[src/rtl/wb_stage.sv]
// ============================================================================
// Module   : wb_stage
// Brief    : Writeback stage. Merges ALU results (queued) and load returns
//            into one register-file write per cycle and keeps a per-register
//            pending scoreboard for decode hazard stalls.
//            Optional macro WB_BYPASS_EN adds rs0/rs1 forwarding outputs.
// Revision : 1.0  initial release
// ============================================================================
`default_nettype none

module wb_stage #(
  parameter int QDEPTH = 2,
  parameter int NREG   = 8
) (
  input  logic        clk,
  input  logic        rst_n,
  input  logic        i_ex_valid,
  output logic        o_ex_ready,
  input  logic        i_ex_is_load,
  input  logic [3:0]  i_ex_dest,
  input  logic [15:0] i_ex_data,
  input  logic        i_ex_quarter,
  input  logic [1:0]  i_ex_qsel,
  input  logic        i_mem_rvalid,
  input  logic [15:0] i_mem_rdata,
  output logic        o_rf_write,
  output logic [3:0]  o_rf_writeReg,
  output logic [15:0] o_rf_writeData,
  output logic        o_rf_set_quarter,
  output logic [1:0]  o_rf_qsel,
  input  logic [3:0]  i_id_rs0,
  input  logic [3:0]  i_id_rs1,
  input  logic [3:0]  i_id_rd,
`ifdef WB_BYPASS_EN
  output logic        o_fwd0_hit,
  output logic [15:0] o_fwd0_data,
  output logic        o_fwd1_hit,
  output logic [15:0] o_fwd1_data,
`endif
  output logic        o_hz_stall,
  output logic        o_err_spurious
);

  localparam int CW = $clog2(QDEPTH + 1);
  localparam int PW = (QDEPTH > 1) ? $clog2(QDEPTH) : 1;
  localparam logic [CW-1:0] c_QDEPTH = CW'(QDEPTH);
  localparam logic [PW-1:0] c_QLAST  = PW'(QDEPTH - 1);
  localparam logic [4:0]    c_NREG5  = 5'(NREG);

  typedef struct packed {
    logic [3:0]  dest;
    logic [15:0] data;
    logic        quarter;
    logic [1:0]  qsel;
  } wb_entry_t;

  typedef enum logic [0:0] {
    S_IDLE      = 1'b0,
    S_LOAD_WAIT = 1'b1
  } state_t;

  state_t      r_state;
  state_t      w_state_nxt;

  wb_entry_t   r_mem [QDEPTH];
  logic [PW-1:0] r_wr_ptr;
  logic [PW-1:0] r_rd_ptr;
  logic [CW-1:0] r_count;

  logic [3:0]  r_ld_dest;
  logic        r_ld_quarter;
  logic [1:0]  r_ld_qsel;

  logic [NREG-1:0] r_pend;
  logic        r_err_spurious;

  logic        r_rf_write;
  logic [3:0]  r_rf_writeReg;
  logic [15:0] r_rf_writeData;
  logic        r_rf_set_quarter;
  logic [1:0]  r_rf_qsel;

  logic        w_ready;
  logic        w_acc;
  logic        w_acc_alu;
  logic        w_acc_load;
  logic        w_ld_ret;
  logic        w_spurious;
  logic        w_ld_capture;
  logic        w_q_empty;
  logic        w_pop;
  logic        w_bypass;
  logic        w_push;
  logic        w_wr_any;
  logic        w_wr_valid;
  logic        w_acc_tracked;
  wb_entry_t   w_in;
  wb_entry_t   w_wr;
  logic        w_p0;
  logic        w_p1;
  logic        w_prd;
  logic        w_hit0;
  logic        w_hit1;

  // ---------------- handshake ----------------
  assign w_q_empty  = (r_count == '0);
  assign w_ready    = (r_count < c_QDEPTH) & ~(i_ex_is_load & (r_state == S_LOAD_WAIT));
  assign w_acc      = i_ex_valid & w_ready;
  assign w_acc_alu  = w_acc & ~i_ex_is_load;
  assign w_acc_load = w_acc & i_ex_is_load;
  assign w_in       = '{dest: i_ex_dest, data: i_ex_data,
                        quarter: i_ex_quarter, qsel: i_ex_qsel};
  assign w_acc_tracked = w_acc & ({1'b0, i_ex_dest} < c_NREG5);

  // ---------------- load FSM ----------------
  always_ff @(posedge clk or negedge rst_n) begin
    if (!rst_n) begin
      r_state <= S_IDLE;
    end else begin
      r_state <= w_state_nxt;
    end
  end

  always_comb begin
    w_state_nxt  = r_state;
    w_ld_ret     = 1'b0;
    w_spurious   = 1'b0;
    w_ld_capture = 1'b0;
    case (r_state)
      S_IDLE: begin
        w_spurious = i_mem_rvalid;
        if (w_acc_load) begin
          w_ld_capture = 1'b1;
          w_state_nxt  = S_LOAD_WAIT;
        end
      end
      S_LOAD_WAIT: begin
        if (i_mem_rvalid) begin
          w_ld_ret    = 1'b1;
          w_state_nxt = S_IDLE;
        end
      end
      default: w_state_nxt = S_IDLE;
    endcase
  end

  always_ff @(posedge clk or negedge rst_n) begin
    if (!rst_n) begin
      r_ld_dest    <= '0;
      r_ld_quarter <= 1'b0;
      r_ld_qsel    <= '0;
    end else if (w_ld_capture) begin
      r_ld_dest    <= i_ex_dest;
      r_ld_quarter <= i_ex_quarter;
      r_ld_qsel    <= i_ex_qsel;
    end
  end

  // ---------------- write arbitration ----------------
  // An ALU result arriving at an empty queue with no load return goes
  // straight to the rf outputs instead of taking a queue slot.
  assign w_pop    = ~w_ld_ret & ~w_q_empty;
  assign w_bypass = ~w_ld_ret & w_q_empty & w_acc_alu;
  assign w_push   = w_acc_alu & ~w_bypass;
  assign w_wr_any = w_ld_ret | w_pop | w_bypass;

  always_comb begin
    w_wr = w_in;
    if (w_ld_ret) begin
      w_wr = '{dest: r_ld_dest, data: i_mem_rdata,
               quarter: r_ld_quarter, qsel: r_ld_qsel};
    end else if (w_pop) begin
      w_wr = r_mem[r_rd_ptr];
    end
  end

  assign w_wr_valid = w_wr_any & ({1'b0, w_wr.dest} < c_NREG5);

  // ---------------- ALU queue ----------------
  always_ff @(posedge clk) begin
    if (w_push) begin
      r_mem[r_wr_ptr] <= w_in;
    end
  end

  always_ff @(posedge clk or negedge rst_n) begin
    if (!rst_n) begin
      r_wr_ptr <= '0;
      r_rd_ptr <= '0;
      r_count  <= '0;
    end else begin
      if (w_push) begin
        r_wr_ptr <= (r_wr_ptr == c_QLAST) ? '0 : r_wr_ptr + 1'b1;
      end
      if (w_pop) begin
        r_rd_ptr <= (r_rd_ptr == c_QLAST) ? '0 : r_rd_ptr + 1'b1;
      end
      case ({w_push, w_pop})
        2'b10:   r_count <= r_count + 1'b1;
        2'b01:   r_count <= r_count - 1'b1;
        default: r_count <= r_count;
      endcase
    end
  end

  // ---------------- rf outputs ----------------
  always_ff @(posedge clk or negedge rst_n) begin
    if (!rst_n) begin
      r_rf_write       <= 1'b0;
      r_rf_writeReg    <= '0;
      r_rf_writeData   <= '0;
      r_rf_set_quarter <= 1'b0;
      r_rf_qsel        <= '0;
    end else begin
      r_rf_write <= w_wr_valid;
      if (w_wr_valid) begin
        r_rf_writeReg    <= w_wr.dest;
        r_rf_writeData   <= w_wr.data;
        r_rf_set_quarter <= w_wr.quarter;
        r_rf_qsel        <= w_wr.qsel;
      end
    end
  end

  // ---------------- scoreboard ----------------
  // A bit clears when its write leaves the rf outputs; a same-cycle
  // acceptance to that register wins.
  always_ff @(posedge clk or negedge rst_n) begin
    if (!rst_n) begin
      r_pend <= '0;
    end else begin
      for (int k = 0; k < NREG; k++) begin
        if (r_rf_write && (r_rf_writeReg == 4'(k))) begin
          r_pend[k] <= 1'b0;
        end
        if (w_acc_tracked && (i_ex_dest == 4'(k))) begin
          r_pend[k] <= 1'b1;
        end
      end
    end
  end

  always_ff @(posedge clk or negedge rst_n) begin
    if (!rst_n) begin
      r_err_spurious <= 1'b0;
    end else if (w_spurious) begin
      r_err_spurious <= 1'b1;
    end
  end

  always_comb begin
    w_p0  = 1'b0;
    w_p1  = 1'b0;
    w_prd = 1'b0;
    for (int k = 0; k < NREG; k++) begin
      if (i_id_rs0 == 4'(k)) w_p0  = r_pend[k];
      if (i_id_rs1 == 4'(k)) w_p1  = r_pend[k];
      if (i_id_rd  == 4'(k)) w_prd = r_pend[k];
    end
  end

`ifdef WB_BYPASS_EN
  assign w_hit0 = r_rf_write & ~r_rf_set_quarter & (i_id_rs0 == r_rf_writeReg);
  assign w_hit1 = r_rf_write & ~r_rf_set_quarter & (i_id_rs1 == r_rf_writeReg);
  assign o_fwd0_hit  = w_hit0;
  assign o_fwd0_data = r_rf_writeData;
  assign o_fwd1_hit  = w_hit1;
  assign o_fwd1_data = r_rf_writeData;
`else
  assign w_hit0 = 1'b0;
  assign w_hit1 = 1'b0;
`endif

  assign o_hz_stall       = (w_p0 & ~w_hit0) | (w_p1 & ~w_hit1) | w_prd;
  assign o_ex_ready       = w_ready;
  assign o_rf_write       = r_rf_write;
  assign o_rf_writeReg    = r_rf_writeReg;
  assign o_rf_writeData   = r_rf_writeData;
  assign o_rf_set_quarter = r_rf_set_quarter;
  assign o_rf_qsel        = r_rf_qsel;
  assign o_err_spurious   = r_err_spurious;

endmodule

`default_nettype wire

[config.mk]
export PLATFORM = sky130hd
export DESIGN_NAME = wb_stage
export DESIGN_NICKNAME = d
export VERILOG_FILES = /design/src/rtl/wb_stage.sv
export SDC_FILE = /design/constraint.sdc
export NUM_CORES = 1
export LEC_CHECK = 0
export BUFFER_PORTS_ARGS = -buffer_cell sky130_fd_sc_hd__buf_4
export CAP_MARGIN = 20
export CORE_MARGIN = 2
export CORE_UTILIZATION = 50
export DETAILED_ROUTE_END_ITERATION = 6
export PLACE_DENSITY = 0.81
export RECOVER_POWER = 25
export SLEW_MARGIN = 15
export SYNTH_ARGS = -nofsm -noshare
export SYNTH_HDL_FRONTEND = slang
export SYNTH_SLANG_ARGS = --single-unit
export TNS_END_PERCENT = 20
[constraint.sdc]
create_clock -name clk -period 2.5 [get_ports clk]
set_input_delay 0.125 -clock clk [delete_from_list [all_inputs] [get_ports clk]]
set_output_delay 0.125 -clock clk [all_outputs]
set_load 0.01 [all_outputs]
==> impl_metrics.json <==
{
  "grt_setup_unrepaired": "no",
  "routed_via_density": 5.38,
  "clockBufferDepth": 2,
  "grt_pass1_vias": 2906,
  "cts_root_buf": "clkbuf_8",
  "place_area_mm2": 0.00496,
  "relSlewSlack_pct": 20.8,
  "cp-start-kind": "flip-flop",
  "slew_viol_final": 0,
  "n_antenna_cell": 0,
  "drcViolationCount": 0,
  "clkPwrFrac_pct": 19.2,
  "clk_latency_ns": 0.37,
  "die_area_mm2": 0.00912,
  "holdWs_ns": 0.0278,
  "max_freq_mhz": 479,
  "port-buffer-count": 82,
  "startpoint": "r_count[1]$_DFFE_PN0P_",
  "die_y_um": 95.5,
  "dp_hpwl_mm": 6.05,
  "path_class": "flip-flop to flip-flop",
  "r2r-start": "r_count[1]$_DFFE_PN0P_",
  "grt_pass1_wl_mm": 14.0,
  "grt_max_degree": 46,
  "cellPowerDensity_mw_per_mm2": 1120,
  "ctsHtreeMaxLevel": 3,
  "hold_class": "primary input to flip-flop",
  "leakagePower_nw": 2.23,
  "drt_iter0_drc": 83,
  "syn_avg_cell_area_um2": 14.2,
  "yosys_most_used_dff": "edfxtp_1",
  "wl_mm": 8.88,
  "drive_gt1_share_pct": 36.3,
  "clock_sinks": 91,
  "cap_violations": 0,
  "ys_seq_elements": 91,
  "setup_viol": 0,
  "peakVddDrop_mv": 0.610,
  "firstDrtPassIters": 4,
  "worst_pin_slew_ns": 1.19,
  "status": "completed",
  "final_util_pct": 65.1,
  "internal_power_mw": 4.00,
  "syn_area_mm2": 0.00419,
  "synth_seq_area_share_pct": 59.9,
  "ff2ff_setup_slack_ns": 0.41,
  "antenna_found_initial": 0,
  "ant_nets": 0,
  "initial_utilization_pct": 51.2,
  "fin_skew_ns": 0.0186,
  "seqPwrFrac_pct": 39.6,
  "final_common_cell": "buf_4",
  "routed-via-count": 2777,
  "place_congestion": 0.820,
  "fin_area_mm2": 0.00532,
  "area_growth_pct": 27.1,
  "period_share_pct": 83.6,
  "yosysUniqueCellTypes": 38,
  "post-cts-setup-buffer-count": 0,
  "fin_tns_setup_ns": 0,
  "hold_viol": 0,
  "crit_path_max_fanout": 16,
  "layout_common_cells": "70 x buf_4, 46 x edfxtp_1, 45 x dfrtp_1",
  "min_from": "i_mem_rvalid",
  "num-nets-final": 463,
  "cts_tree": "yes",
  "path_clk_slew_ns": 0.09,
  "grt-ovfl-total": 0,
  "coreArea_mm2": 0.00818,
  "io_pins": 83,
  "synthCells": 294,
  "synthesis.nets": 351,
  "synth_warnings": 0,
  "p_comb_share_pct": 41.1,
  "grt_util_all_layers_pct": 20.7,
  "arrival_ns": 2.34,
  "endpoint_kind": "flip-flop",
  "required_ns": 2.75,
  "async_reset_ff_share_pct": 49.5,
  "die_x_um": 95.5,
  "cts_buffers": 9,
  "sw_frac_of_total_pct": 32.6,
  "core.rowCount": 33,
  "wl_per_cell_um": 17.2,
  "synth_edf_count": 46,
  "finalCriticalPeriod_ns": 2.09,
  "switching_power_mw": 1.94
}
[cell families (layout without fill, tap and decap cells)]
| family | count (synthesis) | after routing | synth area share (%) |
|---|---|---|---|
| simple gates | 47 | 47 | 5.35 |
| mux | 82 | 82 | 24.2 |
| xor+xnor | 5 | 5 | 1.05 |
| buf+inv | 20 | 137 | 2.30 |
| compound gates | 48 | 48 | 6.90 |
| flops | 91 | 91 | 59.9 |
| fa+ha+maj | 1 | 1 | 0.299 |
[worst max-delay path, cell delays in order (launching register included)]
cell and delay [ns]:
dfrtp_1 0.46, or2_1 0.29, buf_4 0.25, a221oi_2 0.37, a21oi_4 0.05, buf_4 0.23
mux2_4 0.32
[final timing paths]
kind	to	cells after the start
max	o_rf_writeReg[1]$_DFFE_PN0P_	6
min	o_err_spurious$_DFFE_PN0P_	3
max reg2reg	o_rf_writeReg[1]$_DFFE_PN0P_	6
min reg2reg	o_err_spurious$_DFFE_PN0P_	1
max in group asynchronous	r_pend[3]$_DFFE_PN0P_	2
min in group asynchronous	o_rf_writeData[11]$_DFFE_PN0P_	2
[cell type report]
| cell class | count | area, um^2 |
|---|---|---|
| Fill cell | 639 | 2850 |
| Sequential cell | 91 | 2510 |
| Multi-Input combinational cell | 183 | 1600 |
| Timing Repair Buffer | 115 | 835 |
| Tap cell | 105 | 131 |
| Clock buffer | 9 | 124 |
| Clock inverter | 7 | 105 |
| Inverter | 6 | 22.5 |
[cell usage after synthesis, types with 2 or more instances]
master | count | area share (%)
nand2_1 | 24 | 2.2
buf_2 | 5 | 0.60
dfrtp_1 | 45 | 27
inv_1 | 6 | 0.54
o31ai_1 | 6 | 1.1
buf_6 | 2 | 0.54
o21ai_0 | 32 | 3.8
xor2_1 | 2 | 0.42
mux2_4 | 18 | 6.5
mux2_2 | 33 | 8.9
edfxtp_1 | 46 | 33
a21o_1 | 2 | 0.36
nor2b_1 | 2 | 0.30
mux2i_1 | 26 | 6.2
nand3_1 | 3 | 0.36
mux4_2 | 5 | 2.7
clkbuf_1 | 6 | 0.54
nand2b_1 | 4 | 0.60
xnor2_1 | 3 | 0.63
nor2_1 | 6 | 0.54
[power by group through the flow]
stage | clock, mW | combinational, mW | sequential [mW]
floorplan | 0 | 1.62 | 2.36
global placement | 0 | 2.36 | 2.37
detailed placement | 0 | 2.46 | 2.37
CTS | 1.16 | 2.49 | 2.35
global route | 1.22 | 2.66 | 2.41
finish | 1.14 | 2.44 | 2.36
[timing repair]
item	4_1_cts	5_1_grt
endpoints found under the hold margin	85	0
hold buffers	21	0
resized for setup	0	0
[stage by stage]
step | std cells | total power, mW | setup WS (ns)
global placement | 479 | 4.73 | 0.505
CTS | 516 | 6.00 | 0.409
global route | 516 | 6.29 | 0.341
floorplan | 294 | 3.98 | 0.125
finish | 516 | 5.94 | 0.411
detailed placement | 479 | 4.84 | 0.420
[flip-flops by register name (all words and copies together), names as in the netlist, 2 cells and up]
signal and flops:
r_mem 46, o_rf_writeData 16, r_pend 8, o_rf_writeReg 4, r_ld_dest 4, o_rf_qsel 2, r_count 2, r_ld_qsel 2
[metal layers]
layer | wire, um | part of all wire [%] | global-route usage [%] | vias to the layer above
met5 | 0 | 0 | 0 | -
met4 | 117 | 1.3 | 7.62 | 0
met3 | 446 | 5.0 | 4.90 | 14
met2 | 4550 | 51 | 35.7 | 78
met1 | 3760 | 42 | 25.4 | 1375
li1 | - | - | - | 1310
(Power assumes the default switching activity.)
